### src/rtl/alu_op_scheduler.sv
// ALU operation scheduler: sequences ADD/MULT/DIV/MOD onto external cores.
// Optional ALU_OP_COUNTERS_EN adds a 32-bit completed-operation counter.
module alu_op_scheduler #(
  parameter int DATA_WIDTH  = 64,
  parameter int OPP_WIDTH   = 2,
  parameter int ADD_LAT     = 1,
  parameter int MULT_LAT    = 2,
  parameter int DIV_TIMEOUT = 255
) (
  input  logic                              aclk,
  input  logic                              aresetn,
  input  logic [2*DATA_WIDTH-1:0]           s_axis_op_tdata,
  input  logic [OPP_WIDTH-1:0]              s_axis_op_tuser,
  input  logic                              s_axis_op_tvalid,
  output logic                              s_axis_op_tready,
  output logic [DATA_WIDTH-1:0]             m_axis_res_tdata,
  output logic [2:0]                        m_axis_res_tuser,
  output logic                              m_axis_res_tvalid,
  input  logic                              m_axis_res_tready,
  output logic [DATA_WIDTH-1:0]             add_a,
  output logic [DATA_WIDTH-1:0]             add_b,
  input  logic [DATA_WIDTH-1:0]             add_sum,
  output logic [DATA_WIDTH-1:0]             mult_a,
  output logic [DATA_WIDTH-1:0]             mult_b,
  input  logic [DATA_WIDTH-1:0]             mult_result,
  output logic [DATA_WIDTH-1:0]             dividend_tdata,
  output logic                              dividend_tvalid,
  input  logic                              dividend_tready,
  output logic [DATA_WIDTH/2-1:0]           divisor_tdata,
  output logic                              divisor_tvalid,
  input  logic                              divisor_tready,
  input  logic                              div_result_tvalid,
  input  logic [DATA_WIDTH+DATA_WIDTH/2-1:0] div_result_tdata,
  input  logic                              zero_error,
  output logic [31:0]                       ops_done
);

  localparam int HW = DATA_WIDTH / 2;

  localparam logic [1:0] S_IDLE  = 2'd0;
  localparam logic [1:0] S_ISSUE = 2'd1;
  localparam logic [1:0] S_WAIT  = 2'd2;
  localparam logic [1:0] S_OUT   = 2'd3;

  logic [1:0]            state_q, state_d;
  logic [DATA_WIDTH-1:0] a_q, a_d, b_q, b_d;
  logic [OPP_WIDTH-1:0]  op_q, op_d;
  logic [31:0]           tmr_q, tmr_d;
  logic                  dvd_q, dvd_d, dvs_q, dvs_d;
  logic [DATA_WIDTH-1:0] res_q, res_d;
  logic [2:0]            sts_q, sts_d;

  logic is_add, is_mul, is_div, is_ill, b_zero;
  logic in_div, in_bz, s_hs, both_ok;
  logic [DATA_WIDTH-1:0] quot, rem;

  assign is_add  = op_q == OPP_WIDTH'(0);
  assign is_mul  = op_q == OPP_WIDTH'(1);
  assign is_div  = op_q == OPP_WIDTH'(2);
  assign is_ill  = op_q > OPP_WIDTH'(3);
  assign b_zero  = b_q[HW-1:0] == '0;
  assign in_div  = (s_axis_op_tuser == OPP_WIDTH'(2))
                 | (s_axis_op_tuser == OPP_WIDTH'(3));
  assign in_bz   = s_axis_op_tdata[DATA_WIDTH +: HW] == '0;
  assign s_hs    = s_axis_op_tvalid & s_axis_op_tready;
  assign both_ok = (~dvd_q | dividend_tready)
                 & (~dvs_q | divisor_tready);
  assign quot    = div_result_tdata[DATA_WIDTH+HW-1:HW];
  assign rem     = {{HW{1'b0}}, div_result_tdata[HW-1:0]};

  always_comb begin
    state_d = state_q;
    a_d     = a_q;
    b_d     = b_q;
    op_d    = op_q;
    tmr_d   = tmr_q;
    dvd_d   = dvd_q;
    dvs_d   = dvs_q;
    res_d   = res_q;
    sts_d   = sts_q;
    unique case (1'b1)
      state_q == S_IDLE: begin
        if (s_hs) begin
          a_d     = s_axis_op_tdata[DATA_WIDTH-1:0];
          b_d     = s_axis_op_tdata[2*DATA_WIDTH-1:DATA_WIDTH];
          op_d    = s_axis_op_tuser;
          dvd_d   = in_div & ~in_bz;
          dvs_d   = in_div & ~in_bz;
          state_d = S_ISSUE;
        end
      end
      state_q == S_ISSUE: begin
        if (is_ill) begin
          res_d   = '0;
          sts_d   = 3'b100;
          state_d = S_OUT;
        end else if (is_add | is_mul) begin
          tmr_d   = is_add ? 32'(ADD_LAT) : 32'(MULT_LAT);
          state_d = S_WAIT;
        end else if (b_zero) begin
          res_d   = '0;
          sts_d   = 3'b001;
          state_d = S_OUT;
        end else begin
          // each divider channel retires on its own ready
          dvd_d = dvd_q & ~dividend_tready;
          dvs_d = dvs_q & ~divisor_tready;
          if (both_ok) begin
            tmr_d   = '0;
            state_d = S_WAIT;
          end
        end
      end
      state_q == S_WAIT: begin
        if (is_add | is_mul) begin
          if (tmr_q == 32'd1) begin
            res_d   = is_add ? add_sum : mult_result;
            sts_d   = 3'b000;
            state_d = S_OUT;
          end else begin
            tmr_d = tmr_q - 32'd1;
          end
        end else if (div_result_tvalid) begin
          res_d   = zero_error ? '0 : (is_div ? quot : rem);
          sts_d   = {2'b00, zero_error};
          state_d = S_OUT;
        end else if (tmr_q == 32'(DIV_TIMEOUT - 1)) begin
          res_d   = '0;
          sts_d   = 3'b010;
          state_d = S_OUT;
        end else begin
          tmr_d = tmr_q + 32'd1;
        end
      end
      state_q == S_OUT: begin
        if (m_axis_res_tready) state_d = S_IDLE;
      end
    endcase
  end

  always_ff @(posedge aclk) begin
    if (!aresetn) begin
      state_q <= S_IDLE;
      a_q     <= '0;
      b_q     <= '0;
      op_q    <= '0;
      tmr_q   <= '0;
      dvd_q   <= 1'b0;
      dvs_q   <= 1'b0;
      res_q   <= '0;
      sts_q   <= '0;
    end else begin
      state_q <= state_d;
      a_q     <= a_d;
      b_q     <= b_d;
      op_q    <= op_d;
      tmr_q   <= tmr_d;
      dvd_q   <= dvd_d;
      dvs_q   <= dvs_d;
      res_q   <= res_d;
      sts_q   <= sts_d;
    end
  end

  assign s_axis_op_tready  = (state_q == S_IDLE) & aresetn;
  assign m_axis_res_tvalid = state_q == S_OUT;
  assign m_axis_res_tdata  = res_q;
  assign m_axis_res_tuser  = sts_q;
  assign add_a             = a_q;
  assign add_b             = b_q;
  assign mult_a            = a_q;
  assign mult_b            = b_q;
  assign dividend_tdata    = a_q;
  assign dividend_tvalid   = dvd_q;
  assign divisor_tdata     = b_q[HW-1:0];
  assign divisor_tvalid    = dvs_q;

`ifdef ALU_OP_COUNTERS_EN
  logic [31:0] ops_q;

  always_ff @(posedge aclk) begin
    if (!aresetn) begin
      ops_q <= '0;
    end else if (m_axis_res_tvalid & m_axis_res_tready) begin
      ops_q <= ops_q + 32'd1;
    end
  end

  assign ops_done = ops_q;
`else
  assign ops_done = '0;
`endif

endmodule

### config.mk
export PLATFORM = sky130hd
export DESIGN_NAME = alu_op_scheduler
export DESIGN_NICKNAME = d
export VERILOG_FILES = /design/src/rtl/alu_op_scheduler.sv
export SDC_FILE = /design/constraint.sdc
export NUM_CORES = 1
export LEC_CHECK = 0
export ABC_AREA = 1
export BUFFER_PORTS_ARGS = -buffer_cell sky130_fd_sc_hd__buf_2
export CELL_PAD_IN_SITES_DETAIL_PLACEMENT = 0
export CELL_PAD_IN_SITES_GLOBAL_PLACEMENT = 1
export CORE_AREA = 4 4 315 317
export DETAILED_ROUTE_END_ITERATION = 8
export DIE_AREA = 0 0 319 321
export GPL_TIMING_DRIVEN = 0
export PLACE_DENSITY_LB_ADDON = 0.3
export SLEW_MARGIN = 20
export SYNTH_ARGS = -nofsm -noshare
export SYNTH_HDL_FRONTEND = slang
export SYNTH_SLANG_ARGS = --single-unit
### constraint.sdc
create_clock -name aclk -period 2.41 [get_ports aclk]
set_input_delay 0.482 -clock aclk [delete_from_list [all_inputs] [get_ports aclk]]
set_output_delay 0.482 -clock aclk [all_outputs]
set_load 0.1 [all_outputs]
# --- Yosys cells after proc, flatten, opt, wreduce, memory -nomap -nowiden ---
# Cells that the tools add are included.
totals:
  regBits: 233
  elab_cells: 111
classes:
  n_mux: 49
  n_reduce_logical: 11
  addsub: 2
  order_cmp: 1
  n_eq_ne: 24
  bitwise: 15
ops:
  columns: ["op", "count"]
  rows:
  - ["2-to-1 mux 64 bit", 10]
  - ["2-to-1 mux 32 bit", 8]
  - ["case mux 64 bit (2 select lines)", 1]
  - ["zero test 32 bit", 2]
  - ["case mux 32 bit (2 select lines)", 1]
  - ["adder 32 x 1 -> 32 bit, second input constant", 1]
  - ["== test 32 x 1 -> 1 bit, second input constant", 1]
  - ["== test 32 x 8 -> 1 bit, second input constant", 1]
  - ["subtractor 32 x 1 -> 32 bit, second input constant", 1]
  - ["2-to-1 mux 2 bit", 11]
  - ["2-to-1 mux 3 bit", 7]
  - ["!= test 3 bit, second input constant", 5]
  - ["AND reduction 5 bit", 3]
  - ["== test 2 bit, second input constant", 5]
  - ["!= test 3 x 2 -> 1 bit, second input constant", 3]
  - ["!= test 2 bit, second input constant", 4]
  - ["case mux 2 bit (4 select lines)", 1]
  - ["2-to-1 mux 1 bit", 7]
  - ["AND reduction 7 bit", 1]
  - ["AND 1 bit", 6]
  - ["case mux 3 bit (2 select lines)", 1]
  - ["!= test 5 x 4 -> 1 bit, second input constant", 1]
  - ["NOT 1 bit", 5]
  - ["== test 2 x 1 -> 1 bit, second input constant", 2]
  - ["other kinds (8)", 14]

# --- Longest topological paths before layout ---
depth:
  word_depth: 8
  ltp_mapped: 14
  ltp_nobuf: 13

# --- Worst setup path after synthesis ---
# Ideal clock, no wire load.
synth_timing:
  kind: "register to register"
  start: "register b_q[10] (netlist: add_b[10])"
  end: "register tmr_q[10]"
  stages_incl_launch_ff: 13
  setup_ns: 0.115
  t_arrival_ns: 2.133
  path_buffers: 1
  required_time_ns: 2.295
  period_less_slack_ns: 2.248
  path_slack_ns: 0.162
  path_cell_list: "dfxtp_1 -> inv_1 -> nand3_1 -> nor2_1 -> nand2_1 -> nor2_1 -> nand2_1 -> nand2_1 -> o21ai_2 -> inv_2 -> buf_2 -> nand2_1 -> nor2_1"
synth_between:
  elab_chain_len: 3
synth_lines:
  columns: ["element", "line_no", "source"]
  rows:
  - ["start, declared", "46", "logic [DATA_WIDTH-1:0] a_q, a_d, b_q, b_d;"]
  - ["start signal, assigned", "145", "b_q <= '0;"]
  - ["start signal, assigned", "155", "b_q <= b_d;"]
  - ["zero test 32 bit", "61", "assign b_zero = b_q[HW-1:0] == '0;"]
  - ["!= test 3 x 2 -> 1 bit (no source line)", null, null]
  - ["AND reduction 7 bit (no source line)", null, null]
  - ["end signal, assigned", "157", "tmr_q <= tmr_d;"]
  - ["end, declared", "48", "logic [31:0] tmr_q, tmr_d;"]
# Every way passes these cells.
# A chain may end at the register's enable or synchronous reset.

# --- Final worst setup path ---
layout_timing:
  start: "register op_q[1]"
  end: "register res_q[5] (netlist: m_axis_res_tdata[5])"
layout_between:
  elab_chain_len: 6
layout_lines:
  columns: ["element", "line_no", "source"]
  rows:
  - ["start, declared", "47", "logic [OPP_WIDTH-1:0] op_q, op_d;"]
  - ["start signal, assigned", "156", "op_q <= op_d;"]
  - ["== test 2 bit", "59", "assign is_div = op_q == OPP_WIDTH'(2);"]
  - ["2-to-1 mux 64 bit (2 in a row)", "124", "res_d = zero_error ? '0 : (is_div ? quot : rem);"]
  - ["2-to-1 mux 64 bit", "123", "end else if (div_result_tvalid) begin"]
  - ["2-to-1 mux 64 bit", "115", "if (is_add | is_mul) begin"]
  - ["case mux 64 bit (2 select lines)", "81", "unique case (1'b1)"]
  - ["end signal, assigned", "160", "res_q <= res_d;"]
  - ["end, declared", "50", "logic [DATA_WIDTH-1:0] res_q, res_d;"]
# Several ways; a longest one is shown, not always the timed one. The select of a mux whose other input is x is not followed.

==> impl_metrics.json <==
{
  "fin_ws_ns": 0.119,
  "io_pins": 817,
  "maxSlewViolCount": 0,
  "io_buffer_count": 783,
  "synth-seq-area-share_pct": 34.0,
  "min_from": "s_axis_op_tdata[51]",
  "dp.final_hpwl_um": 64700,
  "arrival_ns": 2.75,
  "cts_max_level": 2,
  "worstPathMaxFanout": 10,
  "vias_per_cell": 3.80,
  "holdPathStages": 3,
  "hold_end": "add_a[51]",
  "synth_seq_cells": 232,
  "worst_ir_drop_vdd_mv": 0.480,
  "drc": 0,
  "dp.cells": 4169,
  "tightest_slew_ns": 0.876,
  "power_leakage_uw": 0.0106,
  "core_area_um2": 96300,
  "crit-reg2reg-capture": "m_axis_res_tdata[5]",
  "async_flop_share_pct": 0,
  "start_kind": "register",
  "drt_iter0_markers": 771,
  "finalSetupViolations": 0,
  "antenna_found_initial": 16,
  "ant_nets": 0,
  "yosysUniqueCellTypes": 41,
  "drive_gt1_share_pct": 40.5,
  "path_buf_inv": 3,
  "area_delta_synth_final_pct": 51.1,
  "ys.flop_type": "dfxtp_1",
  "final_common_cell": "buf_2",
  "maxCapViolations": 0,
  "multi_input_area_um2": 6280,
  "grt_pass1_vias": 16200,
  "nets": 3308,
  "fmax_ghz": 0.437,
  "max_stage_delay_ns": 0.47,
  "wire_per_inst_um": 18.4,
  "cts.clk_slew.worst_paths_ns": 0.05,
  "p_per_area_nw_per_um2": 1570,
  "crit_type": "register to register",
  "cts_buffers": 34,
  "path_common_cell": "nor2_1",
  "cp.required_ns": 2.87,
  "finalCritPeriodShare_pct": 95.1,
  "place_ws_ns": -0.643,
  "fp.dieW_um": 319,
  "use_met3_pct": 3.84,
  "path_delay_family": "buffers and inverters",
  "num_vias": 16100,
  "use_met1_pct": 16.3,
  "endpoint_kind": "register",
  "grt_max_degree": 11,
  "gp_congestion": 0.848,
  "netlist_area_um2": 13700,
  "relSlewSlack_pct": 41.6,
  "seq_area_um2": 4650,
  "first_pass_iters": 7,
  "grt_pass1_wl_um": 110000,
  "r2r_slack_ns": 0.12,
  "hold_path_class": "input pin to register",
  "use_met2_pct": 26.5,
  "clock_latency_ns": 0.54,
  "cts_tree": "yes",
  "die_area_um2": 102000,
  "post-route-min-period_ns": 2.29,
  "synthCells": 2078,
  "path_cells": "buf_4, nor2_1, buf_2, buf_1, nand2_1, a31oi_1, o21ai_1, nor2_1",
  "die_height_um": 321,
  "cts_buffer_depth": 3,
  "synth_area_per_cell_um2": 6.57,
  "synth-warning-count": 0,
  "row_count": 114,
  "reg2regPathDepth": 8,
  "gr-max-usage-layer": "met2",
  "gr-total-overflow": 0,
  "cts-root-buf": "clkbuf_16",
  "skew_ns": 0.0168,
  "cp_slowest_cell": "buf_1",
  "final_cell_mix": "buf_2, nand2_1, buf_4, nor2_1, o21ai_0",
  "final_hold_viol_count": 0,
  "grtUsageTotal_pct": 14.3,
  "r2r-start": "op_q[1]",
  "instances_no_fill": 4236,
  "cts.sink_count": 232,
  "wl_um": 77900,
  "outcome": "completed",
  "start_util_pct": 14.2,
  "fillers": 11200,
  "synth-edff-count": 0
}
==> Yosys cell counts, types with 9 or more instances <==
cell type,n,share of area (%)
clkbuf_1,72,2.0
nand2_1,558,15
o21ai_1,23,0.84
nor3_1,10,0.37
dfxtp_1,232,34
a31oi_1,60,2.7
o21ai_0,254,9.3
buf_1,14,0.38
ha_1,9,0.82
a21oi_1,45,1.6
buf_4,264,15
nor2_2,10,0.46
nor2_1,271,7.4
nand3_1,86,3.2
nand4_1,10,0.46
inv_1,95,2.6
==> layout make-up <==
cell class / instances / share of cell area (%)
clock inverter: 7 / 0.552
timing repair buffer: 792 / 19.4
tap: 1276 / 7.73
buffer: 374 / 12.5
sequential: 232 / 22.5
multi-input combinational: 1404 / 30.4
clock buffer: 51 / 4.97
inverter: 99 / 1.87
antenna: 1 / 0.0121
==> kinds of logic after synthesis <==
group                    Yosys count  synth area share, %
AND/OR/NAND/NOR                  961                 28.2
buffers and inverters            474                 21.2
AO/OA/AOI/OAI                    394                 15.2
flip-flops                       232                 34.0
adder cells (fa/ha/maj)            9                0.824
XOR/XNOR                           7                0.449
other                              1               0.0275
==> registers in the layout, indices dropped and copies added (netlist names) <==
register,cells
add_a,64
tmr_q,32
state_q,2
add_b,64
op_q,2
divisor_tvalid,1
m_axis_res_tuser,2
m_axis_res_tdata,64
dividend_tvalid,1
==> stage by stage <==
step	TNS, ns	cell area, um2	hold WS, ns	utilization (%)	total power [uW]
2_1_floorplan	0	13800	0.475	-	22600
5_1_grt	-0.00223	20600	0.120	21.4	34200
6_report	0	20600	0.149	21.4	32300
3_5_place_dp	-66.25	19300	0.466	20.0	27200
3_3_place_gp	-63.55	19300	0.459	20.0	27200
4_1_cts	-0.0443	20600	0.0963	21.4	32700
==> what timing repair did <==
item	in CTS	in global routing
setup buffers	7	2
hold buffers	0	0
endpoints found under the setup margin	223	191
cloned	0	0
pin swaps	2	2
resized for setup	27	44
==> power breakdown <==
group	total, uW	switching [uW]	internal, uW
clock	5200	1960	3250
sequential	5880	1100	4780
combinational	21300	16800	4490
==> worst reg2reg max path, delay by kind of cell (launching register included) <==
kind                   cells  cell delay [ns]
buffers and inverters      3             1.05
and+or+nand+nor            3             0.45
AOI/OAI and AO/OA          2             0.42
DFF                        1             0.30
==> layer usage <==
metal,vias to the layer above,share of wire [%]
li1,8126,-
met5,-,0.069
met2,627,51
met3,104,7.7
met4,8,2.3
met1,7245,39
==> how the worst max path moves through the flow <==
stage	from	to	slack [ns]	depth (start not counted)
floorplan	add_b[10]	tmr_q[10]	0.16	12
global placement	aresetn	m_axis_res_tdata[8]	-0.66	5
detailed placement	aresetn	m_axis_res_tdata[8]	-0.64	5
CTS	state_q[0]	m_axis_res_tdata[8]	-0.02	14
global route	op_q[1]	m_axis_res_tdata[8]	-0.002	11
finish	op_q[1]	m_axis_res_tdata[5]	0.12	8
Power figures use the tool's default switching activity.
